File: src/rtl/signal_safety_monitor_pkg.sv
// Shared lamp codes, fault codes and monitor states for the signal safety monitor.
package signal_safety_monitor_pkg;

   localparam logic [2:0] RED   = 3'b100;
   localparam logic [2:0] AMBER = 3'b010;
   localparam logic [2:0] GREEN = 3'b001;
   localparam logic [2:0] DARK  = 3'b000;

   typedef enum logic [2:0] {
      FC_NONE        = 3'd0,
      FC_ILLEGAL     = 3'd1,
      FC_CONFLICT    = 3'd2,
      FC_TRANSITION  = 3'd3,
      FC_SHORT_AMBER = 3'd4
   } fault_code_t;

   typedef enum logic [1:0] {
      ST_ARM   = 2'd0,
      ST_RUN   = 2'd1,
      ST_FAULT = 2'd2
   } state_t;

endpackage

File: src/rtl/signal_safety_monitor_if.sv
// Controller-facing lamp codes and lamp-driver/fault outputs of the monitor.
interface signal_safety_monitor_if;
   import signal_safety_monitor_pkg::*;

   logic [2:0]  light_S1, light_S2, light_S3, light_S4;
   logic        fault_clr;
   logic [2:0]  lamp_S1, lamp_S2, lamp_S3, lamp_S4;
   logic        fault;
   fault_code_t fault_code;
   logic [3:0]  fault_src;

   modport master (
      output light_S1, light_S2, light_S3, light_S4, fault_clr,
      input  lamp_S1, lamp_S2, lamp_S3, lamp_S4, fault, fault_code, fault_src
   );

   modport slave (
      input  light_S1, light_S2, light_S3, light_S4, fault_clr,
      output lamp_S1, lamp_S2, lamp_S3, lamp_S4, fault, fault_code, fault_src
   );

endinterface

File: src/rtl/signal_safety_monitor_approach_checker.sv
// Per-approach history and amber-run tracking; flags illegal codes,
// forbidden colour steps and amber intervals that end too early.
module approach_checker
   import signal_safety_monitor_pkg::*;
#(
   parameter int unsigned MIN_AMBER = 3
) (
   input  logic       clk,
   input  logic       rst,
   input  logic       arm,
   input  logic       accept,
   input  logic [2:0] code,
   output logic       illegal,
   output logic       bad_transition,
   output logic       short_amber,
   output logic       is_green
);

   localparam logic [3:0] MIN_A = 4'(MIN_AMBER);

   logic [2:0] hist;
   logic [2:0] amber_cnt;

   always_comb begin
      illegal        = !(code == RED || code == AMBER || code == GREEN);
      bad_transition = (hist == GREEN && code == RED)
                    || (hist == RED   && code == AMBER)
                    || (hist == AMBER && code == GREEN);
      short_amber    = (hist == AMBER) && (code == RED) && ({1'b0, amber_cnt} < MIN_A);
      is_green       = (code == GREEN);
   end

   always_ff @(posedge clk or posedge rst) begin
      if (rst) begin
         hist      <= RED;
         amber_cnt <= '0;
      end else if (arm) begin
         hist      <= RED;
         amber_cnt <= '0;
      end else if (accept) begin
         hist <= code;
         if (code == AMBER)
            amber_cnt <= (amber_cnt == 3'd7) ? 3'd7 : amber_cnt + 3'd1;
         else
            amber_cnt <= '0;
      end
   end

endmodule

File: src/rtl/signal_safety_monitor.sv
// Conflict monitor between the traffic-light controller and the lamp drivers;
// latches the first violation and flashes all-red until an operator clear.
module signal_safety_monitor
   import signal_safety_monitor_pkg::*;
#(
   parameter logic [5:0]  COMPAT     = 6'b000011,
   parameter int unsigned MIN_AMBER  = 3,
   parameter int unsigned ARM_CYCLES = 2,
   parameter int unsigned BLINK_HALF = 4
) (
   input  logic                     clk,
   input  logic                     rst,
   signal_safety_monitor_if.slave   bus
);

   localparam logic [7:0] ARM_LAST   = 8'(ARM_CYCLES - 1);
   localparam logic [7:0] BLINK_LAST = 8'(2 * BLINK_HALF - 1);
   localparam logic [7:0] BH         = 8'(BLINK_HALF);

   state_t            state, state_nx;
   logic [7:0]        arm_cnt, arm_cnt_nx;
   logic [7:0]        blink_cnt, blink_cnt_nx;
   logic [3:0][2:0]   code, lamp_q, lamp_nx;
   logic              fault_q, fault_nx;
   fault_code_t       fc_q, fc_nx, fc_sel;
   logic [3:0]        src_q, src_nx, src_sel;
   logic [3:0]        ill, bad, shrt, grn, conf_src;
   logic [5:0]        conf;
   logic              fail, arm, accept;

   assign code   = {bus.light_S4, bus.light_S3, bus.light_S2, bus.light_S1};
   assign arm    = (state == ST_ARM);
   assign accept = (state == ST_RUN) && !fail;

   for (genvar g = 0; g < 4; g++) begin : g_chk
      approach_checker #(.MIN_AMBER(MIN_AMBER)) u_chk (
         .clk            (clk),
         .rst            (rst),
         .arm            (arm),
         .accept         (accept),
         .code           (code[g]),
         .illegal        (ill[g]),
         .bad_transition (bad[g]),
         .short_amber    (shrt[g]),
         .is_green       (grn[g])
      );
   end

   // Pair bits: 0=(1,2) 1=(1,3) 2=(1,4) 3=(2,3) 4=(2,4) 5=(3,4)
   assign conf[0] = grn[0] & grn[1] & ~COMPAT[0];
   assign conf[1] = grn[0] & grn[2] & ~COMPAT[1];
   assign conf[2] = grn[0] & grn[3] & ~COMPAT[2];
   assign conf[3] = grn[1] & grn[2] & ~COMPAT[3];
   assign conf[4] = grn[1] & grn[3] & ~COMPAT[4];
   assign conf[5] = grn[2] & grn[3] & ~COMPAT[5];
   assign conf_src = {conf[2] | conf[4] | conf[5],
                      conf[1] | conf[3] | conf[5],
                      conf[0] | conf[3] | conf[4],
                      conf[0] | conf[1] | conf[2]};

   always_comb begin
      fail    = 1'b1;
      fc_sel  = FC_NONE;
      src_sel = '0;
      if (|ill) begin
         fc_sel  = FC_ILLEGAL;
         src_sel = ill;
      end else if (|conf_src) begin
         fc_sel  = FC_CONFLICT;
         src_sel = conf_src;
      end else if (|bad) begin
         fc_sel  = FC_TRANSITION;
         src_sel = bad;
      end else if (|shrt) begin
         fc_sel  = FC_SHORT_AMBER;
         src_sel = shrt;
      end else begin
         fail = 1'b0;
      end
   end

   always_comb begin
      state_nx     = state;
      arm_cnt_nx   = arm_cnt;
      blink_cnt_nx = blink_cnt;
      lamp_nx      = lamp_q;
      fault_nx     = fault_q;
      fc_nx        = fc_q;
      src_nx       = src_q;
      unique case (state)
         ST_ARM: begin
            lamp_nx = {4{RED}};
            if (arm_cnt >= ARM_LAST) begin
               state_nx   = ST_RUN;
               arm_cnt_nx = '0;
            end else begin
               arm_cnt_nx = arm_cnt + 8'd1;
            end
         end
         ST_RUN: begin
            if (fail) begin
               state_nx     = ST_FAULT;
               fault_nx     = 1'b1;
               fc_nx        = fc_sel;
               src_nx       = src_sel;
               lamp_nx      = {4{RED}};
               blink_cnt_nx = '0;
            end else begin
               lamp_nx = code;
            end
         end
         ST_FAULT: begin
            if (bus.fault_clr) begin
               state_nx   = ST_ARM;
               arm_cnt_nx = '0;
               fault_nx   = 1'b0;
               fc_nx      = FC_NONE;
               src_nx     = '0;
               lamp_nx    = {4{RED}};
            end else begin
               blink_cnt_nx = (blink_cnt >= BLINK_LAST) ? 8'd0 : blink_cnt + 8'd1;
               lamp_nx      = (blink_cnt_nx < BH) ? {4{RED}} : {4{DARK}};
            end
         end
         default: state_nx = ST_ARM;
      endcase
   end

   always_ff @(posedge clk or posedge rst) begin
      if (rst) begin
         state     <= ST_ARM;
         arm_cnt   <= '0;
         blink_cnt <= '0;
         lamp_q    <= {4{RED}};
         fault_q   <= 1'b0;
         fc_q      <= FC_NONE;
         src_q     <= '0;
      end else begin
         state     <= state_nx;
         arm_cnt   <= arm_cnt_nx;
         blink_cnt <= blink_cnt_nx;
         lamp_q    <= lamp_nx;
         fault_q   <= fault_nx;
         fc_q      <= fc_nx;
         src_q     <= src_nx;
      end
   end

   assign bus.lamp_S1    = lamp_q[0];
   assign bus.lamp_S2    = lamp_q[1];
   assign bus.lamp_S3    = lamp_q[2];
   assign bus.lamp_S4    = lamp_q[3];
   assign bus.fault      = fault_q;
   assign bus.fault_code = fc_q;
   assign bus.fault_src  = src_q;

endmodule

File: src/flat_wrapper.sv
// flat-port wrapper written by rule: the top's interface ports become plain ports
module signal_safety_monitor_flat import signal_safety_monitor_pkg::*;
#(
   parameter logic [5:0]  COMPAT     = 6'b000011,
   parameter int unsigned MIN_AMBER  = 3,
   parameter int unsigned ARM_CYCLES = 2,
   parameter int unsigned BLINK_HALF = 4
)
  (clk, rst, bus_light_S1, bus_light_S2, bus_light_S3, bus_light_S4, bus_fault_clr, bus_lamp_S1, bus_lamp_S2, bus_lamp_S3, bus_lamp_S4, bus_fault, bus_fault_code, bus_fault_src);
  signal_safety_monitor_if bus_i ();
  input  logic clk;
  input  logic rst;
  input wire logic [$bits(bus_i.light_S1)-1:0] bus_light_S1;
  input wire logic [$bits(bus_i.light_S2)-1:0] bus_light_S2;
  input wire logic [$bits(bus_i.light_S3)-1:0] bus_light_S3;
  input wire logic [$bits(bus_i.light_S4)-1:0] bus_light_S4;
  input wire logic [$bits(bus_i.fault_clr)-1:0] bus_fault_clr;
  output wire logic [$bits(bus_i.lamp_S1)-1:0] bus_lamp_S1;
  output wire logic [$bits(bus_i.lamp_S2)-1:0] bus_lamp_S2;
  output wire logic [$bits(bus_i.lamp_S3)-1:0] bus_lamp_S3;
  output wire logic [$bits(bus_i.lamp_S4)-1:0] bus_lamp_S4;
  output wire logic [$bits(bus_i.fault)-1:0] bus_fault;
  output wire logic [$bits(bus_i.fault_code)-1:0] bus_fault_code;
  output wire logic [$bits(bus_i.fault_src)-1:0] bus_fault_src;
  assign bus_i.light_S1 = bus_light_S1;
  assign bus_i.light_S2 = bus_light_S2;
  assign bus_i.light_S3 = bus_light_S3;
  assign bus_i.light_S4 = bus_light_S4;
  assign bus_i.fault_clr = bus_fault_clr;
  assign bus_lamp_S1 = bus_i.lamp_S1;
  assign bus_lamp_S2 = bus_i.lamp_S2;
  assign bus_lamp_S3 = bus_i.lamp_S3;
  assign bus_lamp_S4 = bus_i.lamp_S4;
  assign bus_fault = bus_i.fault;
  assign bus_fault_code = bus_i.fault_code;
  assign bus_fault_src = bus_i.fault_src;
  signal_safety_monitor #(.COMPAT(COMPAT), .MIN_AMBER(MIN_AMBER), .ARM_CYCLES(ARM_CYCLES), .BLINK_HALF(BLINK_HALF)) u_core (.clk(clk), .rst(rst), .bus(bus_i));
endmodule
File: config.mk
export PLATFORM = sky130hd
export DESIGN_NAME = signal_safety_monitor_flat
export DESIGN_NICKNAME = d
export VERILOG_FILES = /design/src/rtl/signal_safety_monitor_pkg.sv /design/src/rtl/signal_safety_monitor_if.sv /design/src/rtl/signal_safety_monitor_approach_checker.sv /design/src/rtl/signal_safety_monitor.sv /design/src/flat_wrapper.sv
export SDC_FILE = /design/constraint.sdc
export NUM_CORES = 1
export LEC_CHECK = 0
export CORE_AREA = 2 2 84 86
export DETAILED_ROUTE_END_ITERATION = 12
export DIE_AREA = 0 0 86 88
export DONT_BUFFER_PORTS = 1
export GPL_ROUTABILITY_DRIVEN = 1
export PLACE_DENSITY_LB_ADDON = 0.12
export SETUP_SLACK_MARGIN = 0.1
export SKIP_CTS_REPAIR_TIMING = 1
export SYNTH_ARGS = -nofsm -noshare
export SYNTH_HDL_FRONTEND = slang
export SYNTH_SLANG_ARGS = --single-unit
File: constraint.sdc
create_clock -name clk -period 4.04 [get_ports clk]
set_input_delay 0 -clock clk [delete_from_list [all_inputs] [get_ports clk]]
set_output_delay 0 -clock clk [all_outputs]
set_load 0.03 [all_outputs]
==> metrics.txt <==
Comb power frac=29.8%; deepest level of the CTS H-tree=3; port buffer count=0; CTS Buf Count=9; FFs w/ async S/R, synth=100%; Worst EP required=between 4 and 5 ns; Clk Latency, worst-skew pair=0.35 ns; critical path peak fanout=24; total vias in the final route=approximately 3400; post-synth design cell area=approximately 0.0039 sq mm; CTS Root Cell=sky130_fd_sc_hd__clkbuf_8; leading register cell type out of synthesis=sky130_fd_sc_hd__dfrtp_1; Switching Fraction=37.5%; run status=completed; crit end category=flip-flop; slack of the critical path=1.13 ns; post-synthesis cell type count=68; Slowest Stage Delay on Critical Path=0.98 ns; share of power burned in the clock network=~30%; row cnt=30; GRT Total Usage=27.2%; min Tclk post-route=2.91 ns; CP startpoint kind=flip-flop; area overhead of the layout relative to synthesis=8.89%; placer congestion estimate=0.868; Fmax achieved=0.344 GHz; Die Y=88 um; Cells after Synth=410; part of the Yosys area used for sequential elements=40.1%; slowest stage cell, crit path=sky130_fd_sc_hd__or4_1; CORE AREA=0.00664 sq mm; routed wire length=10400 um; commonest cells after routing, fill and taps aside=sky130_fd_sc_hd__dfrtp_1 (54), sky130_fd_sc_hd__a21oi_1 (33), sky130_fd_sc_hd__nand2_1 (24); Int Power=1.32 mW; critical path, cell by cell=nor2_1 -> a31oi_2 -> o22ai_2 -> or4_1 -> nor3_4 -> o221ai_1; DRC=0; area taken by multi-input logic gates=between 0.002 and 0.0025 sq mm; share of layout cells above drive strength 1=roughly 14%; initial antenna violation count=0; count of nets left with antenna violations after detail routing=0; total power of the final layout=2.11 mW; Layout Skew=0.00613 ns; Fin. Hold Viols=0; routed wirelength normalized by instance count=21.2 um; average instance area after synthesis=between 9 and 10 sq um; power density of the placed cells=497 mW/mm^2; Chip Width=86 um; Post-Syn Nets=438; TritonCTS clock tree=done; slew of the pin with the lowest slew margin=1.05 ns; pin count of the biggest net entering global routing=38; Worst EP arrival=3.12 ns; num ports=35; iteration-0 DRC count of the detailed router=285; number of maximum-capacitance violations=0; unrepaired setup endpoints after global routing=no; sequential group share of total power=approximately two fifths; wire length of the first global-routing pass=16100 um; first-pass iteration count of the detailed router=4; max-slew headroom at the worst pin=around 30%; number of global-route vias before repair=approximately 3100; cell count after placement=between 400 and 500; flop and latch count out of synthesis=62; Final Slew Violations=0; Net Sw Power=between 700 and 800 uW; Final #Nets=436; grt ovf=0; fin crit share=72.0%; worst setup timing slack at the placement stage=between 1 and 1.5 ns; clock slew at the register clock pins of the worst setup and hold paths=0.07 ns; Via-to-Cell Ratio=6.81; final count of negative-setup-slack endpoints=0; maximum clock insertion buffer count=2; Initial Utilization=58.7%; sequential cell area in the final layout=0.00156 sq mm; number of filler instances in the final layout=552; Layout Cells excl Fill=493; total of warnings raised by yosys=0; antenna fix cells=0; most frequent standard cell in the layout excluding fill and tap cells=sky130_fd_sc_hd__dfrtp_1; utilization of the core after routing=a little under two thirds; die outline area=0.00757 sq mm; # clock sinks=62; leakage power=1.71 nW; setup tns final=0 ns; HPWL reported at the end of detailed placement=6610 um; peak supply drop=0.337 mV; worst setup path class=reg2reg; number of synthesized flops with an enable pin=0; Worst Hold Class=in2reg
==> critical path: cells and delay by family, from the launching register on <==
family / cells / cell delay, ns
DFF: 1 / 0.55
AOI/OAI and AO/OA: 3 / 0.58
and+or+nand+nor: 3 / 1.61
==> per-layer routing <==
metal,global-route usage (%),vias to the layer above,part of all wire [%]
met3,6.31,25,6.6
met1,36.5,1645,43
met4,11.4,0,2.9
met2,42.6,138,48
li1,-,1551,-
met5,0,-,0
==> Yosys cell counts (3+ instances only) <==
cell type | count | area, sq um
sky130_fd_sc_hd__nand3b_1 | 3 | 22.5
sky130_fd_sc_hd__a21oi_1 | 33 | 165
sky130_fd_sc_hd__ha_1 | 13 | 163
sky130_fd_sc_hd__xor2_1 | 3 | 26.3
sky130_fd_sc_hd__buf_2 | 15 | 75.1
sky130_fd_sc_hd__nand4_1 | 22 | 138
sky130_fd_sc_hd__mux2_4 | 5 | 75.1
sky130_fd_sc_hd__o311ai_0 | 3 | 26.3
sky130_fd_sc_hd__buf_4 | 3 | 22.5
sky130_fd_sc_hd__a41oi_1 | 4 | 35.0
sky130_fd_sc_hd__mux2i_1 | 3 | 30.0
sky130_fd_sc_hd__dfrtp_1 | 54 | 1350
sky130_fd_sc_hd__or3b_2 | 3 | 26.3
sky130_fd_sc_hd__nand3_1 | 8 | 40.0
sky130_fd_sc_hd__nor2b_1 | 8 | 50.1
sky130_fd_sc_hd__clkbuf_1 | 11 | 41.3
sky130_fd_sc_hd__nand2_1 | 24 | 90.1
sky130_fd_sc_hd__nor3_1 | 6 | 30.0
sky130_fd_sc_hd__and4_1 | 4 | 35.0
sky130_fd_sc_hd__nor4_1 | 5 | 31.3
sky130_fd_sc_hd__and2_1 | 7 | 43.8
sky130_fd_sc_hd__o31ai_1 | 16 | 120
sky130_fd_sc_hd__a211oi_1 | 6 | 45.0
sky130_fd_sc_hd__o21ai_1 | 6 | 30.0
sky130_fd_sc_hd__o21ai_0 | 20 | 100
sky130_fd_sc_hd__nand2b_1 | 12 | 75.1
sky130_fd_sc_hd__nor2_1 | 17 | 63.8
sky130_fd_sc_hd__o41ai_1 | 4 | 35.0
sky130_fd_sc_hd__nor4bb_1 | 7 | 70.1
sky130_fd_sc_hd__dfstp_2 | 8 | 210
sky130_fd_sc_hd__nor3b_1 | 5 | 37.5
sky130_fd_sc_hd__inv_1 | 17 | 63.8
sky130_fd_sc_hd__nor4b_1 | 3 | 26.3
sky130_fd_sc_hd__o22ai_1 | 4 | 25.0
==> sequential cells by signal, indices dropped and copies added, names as in the netlist, 2 cells and up <==
register,cells
u_core.g_chk.u_chk.amber_cnt,12
u_core.g_chk.u_chk.hist,12
u_core.arm_cnt,8
u_core.blink_cnt,8
u_core.bus.fault_src,4
u_core.bus.fault_code,3
u_core.bus.lamp_S1,3
u_core.bus.lamp_S2,3
u_core.bus.lamp_S3,3
u_core.bus.lamp_S4,3
u_core.state,2
==> per-stage QoR <==
step | hold WS [ns] | cell area [sq um]
detailed placement | -0.0398 | 3880
finish | 0.00997 | 4240
global route | 0.0270 | 4240
floorplan | 0.217 | 3900
CTS | -0.426 | 4100
global placement | -0.0394 | 3880
==> power by group through the flow <==
stage	Clock, mW	Sequential (mW)	Combinational [mW]
2_1_floorplan	0	0.846	0.503
3_3_place_gp	0	0.860	0.598
3_5_place_dp	0	0.863	0.600
4_1_cts	0.635	0.851	0.603
5_1_grt	0.665	0.858	0.685
6_report	0.630	0.850	0.627
==> path summary, 6_finish.rpt <==
| check | start | endpoint | slack, ns | depth (start not counted) |
|---|---|---|---|---|
| max | u_core.g_chk[2].u_chk.hist[2]$_DFFE_PP1P_ | u_core.blink_cnt[2]$_DFFE_PP0P_ | 1.13 | 6 |
| min | bus_light_S1[2] | u_core.g_chk[0].u_chk.amber_cnt[2]$_DFFE_PP0P_ | 0.01 | 3 |
| max reg2reg | u_core.g_chk[2].u_chk.hist[2]$_DFFE_PP1P_ | u_core.blink_cnt[2]$_DFFE_PP0P_ | 1.13 | 6 |
| min reg2reg | u_core.arm_cnt[4]$_DFFE_PP0P_ | u_core.arm_cnt[4]$_DFFE_PP0P_ | 0.49 | 1 |
| max in group asynchronous | rst | u_core.g_chk[1].u_chk.hist[2]$_DFFE_PP1P_ | 2.97 | 3 |
| min in group asynchronous | rst | u_core.bus.lamp_S3[0]$_DFFE_PP0P_ | 0.15 | 2 |
==> area by class of cell <==
class                      count  area share [%]
tap                           80            2.36
sequential                    62            36.8
clock buffer                  11            3.33
inverter                      17            1.50
multi-input combinational    300            50.1
timing repair buffer          18            4.01
clock inverter                 5            1.92
==> cell families after synthesis <==
family	share of synthesized area (%)
AOI/OAI and AO/OA	21.4
and+or+nand+nor	24.4
muxes	3.56
xor gates and xnor gates	0.674
adders and majority gates	4.17
buffers and inverters	5.78
DFF	40.1
Power figures use the tool's default switching activity.
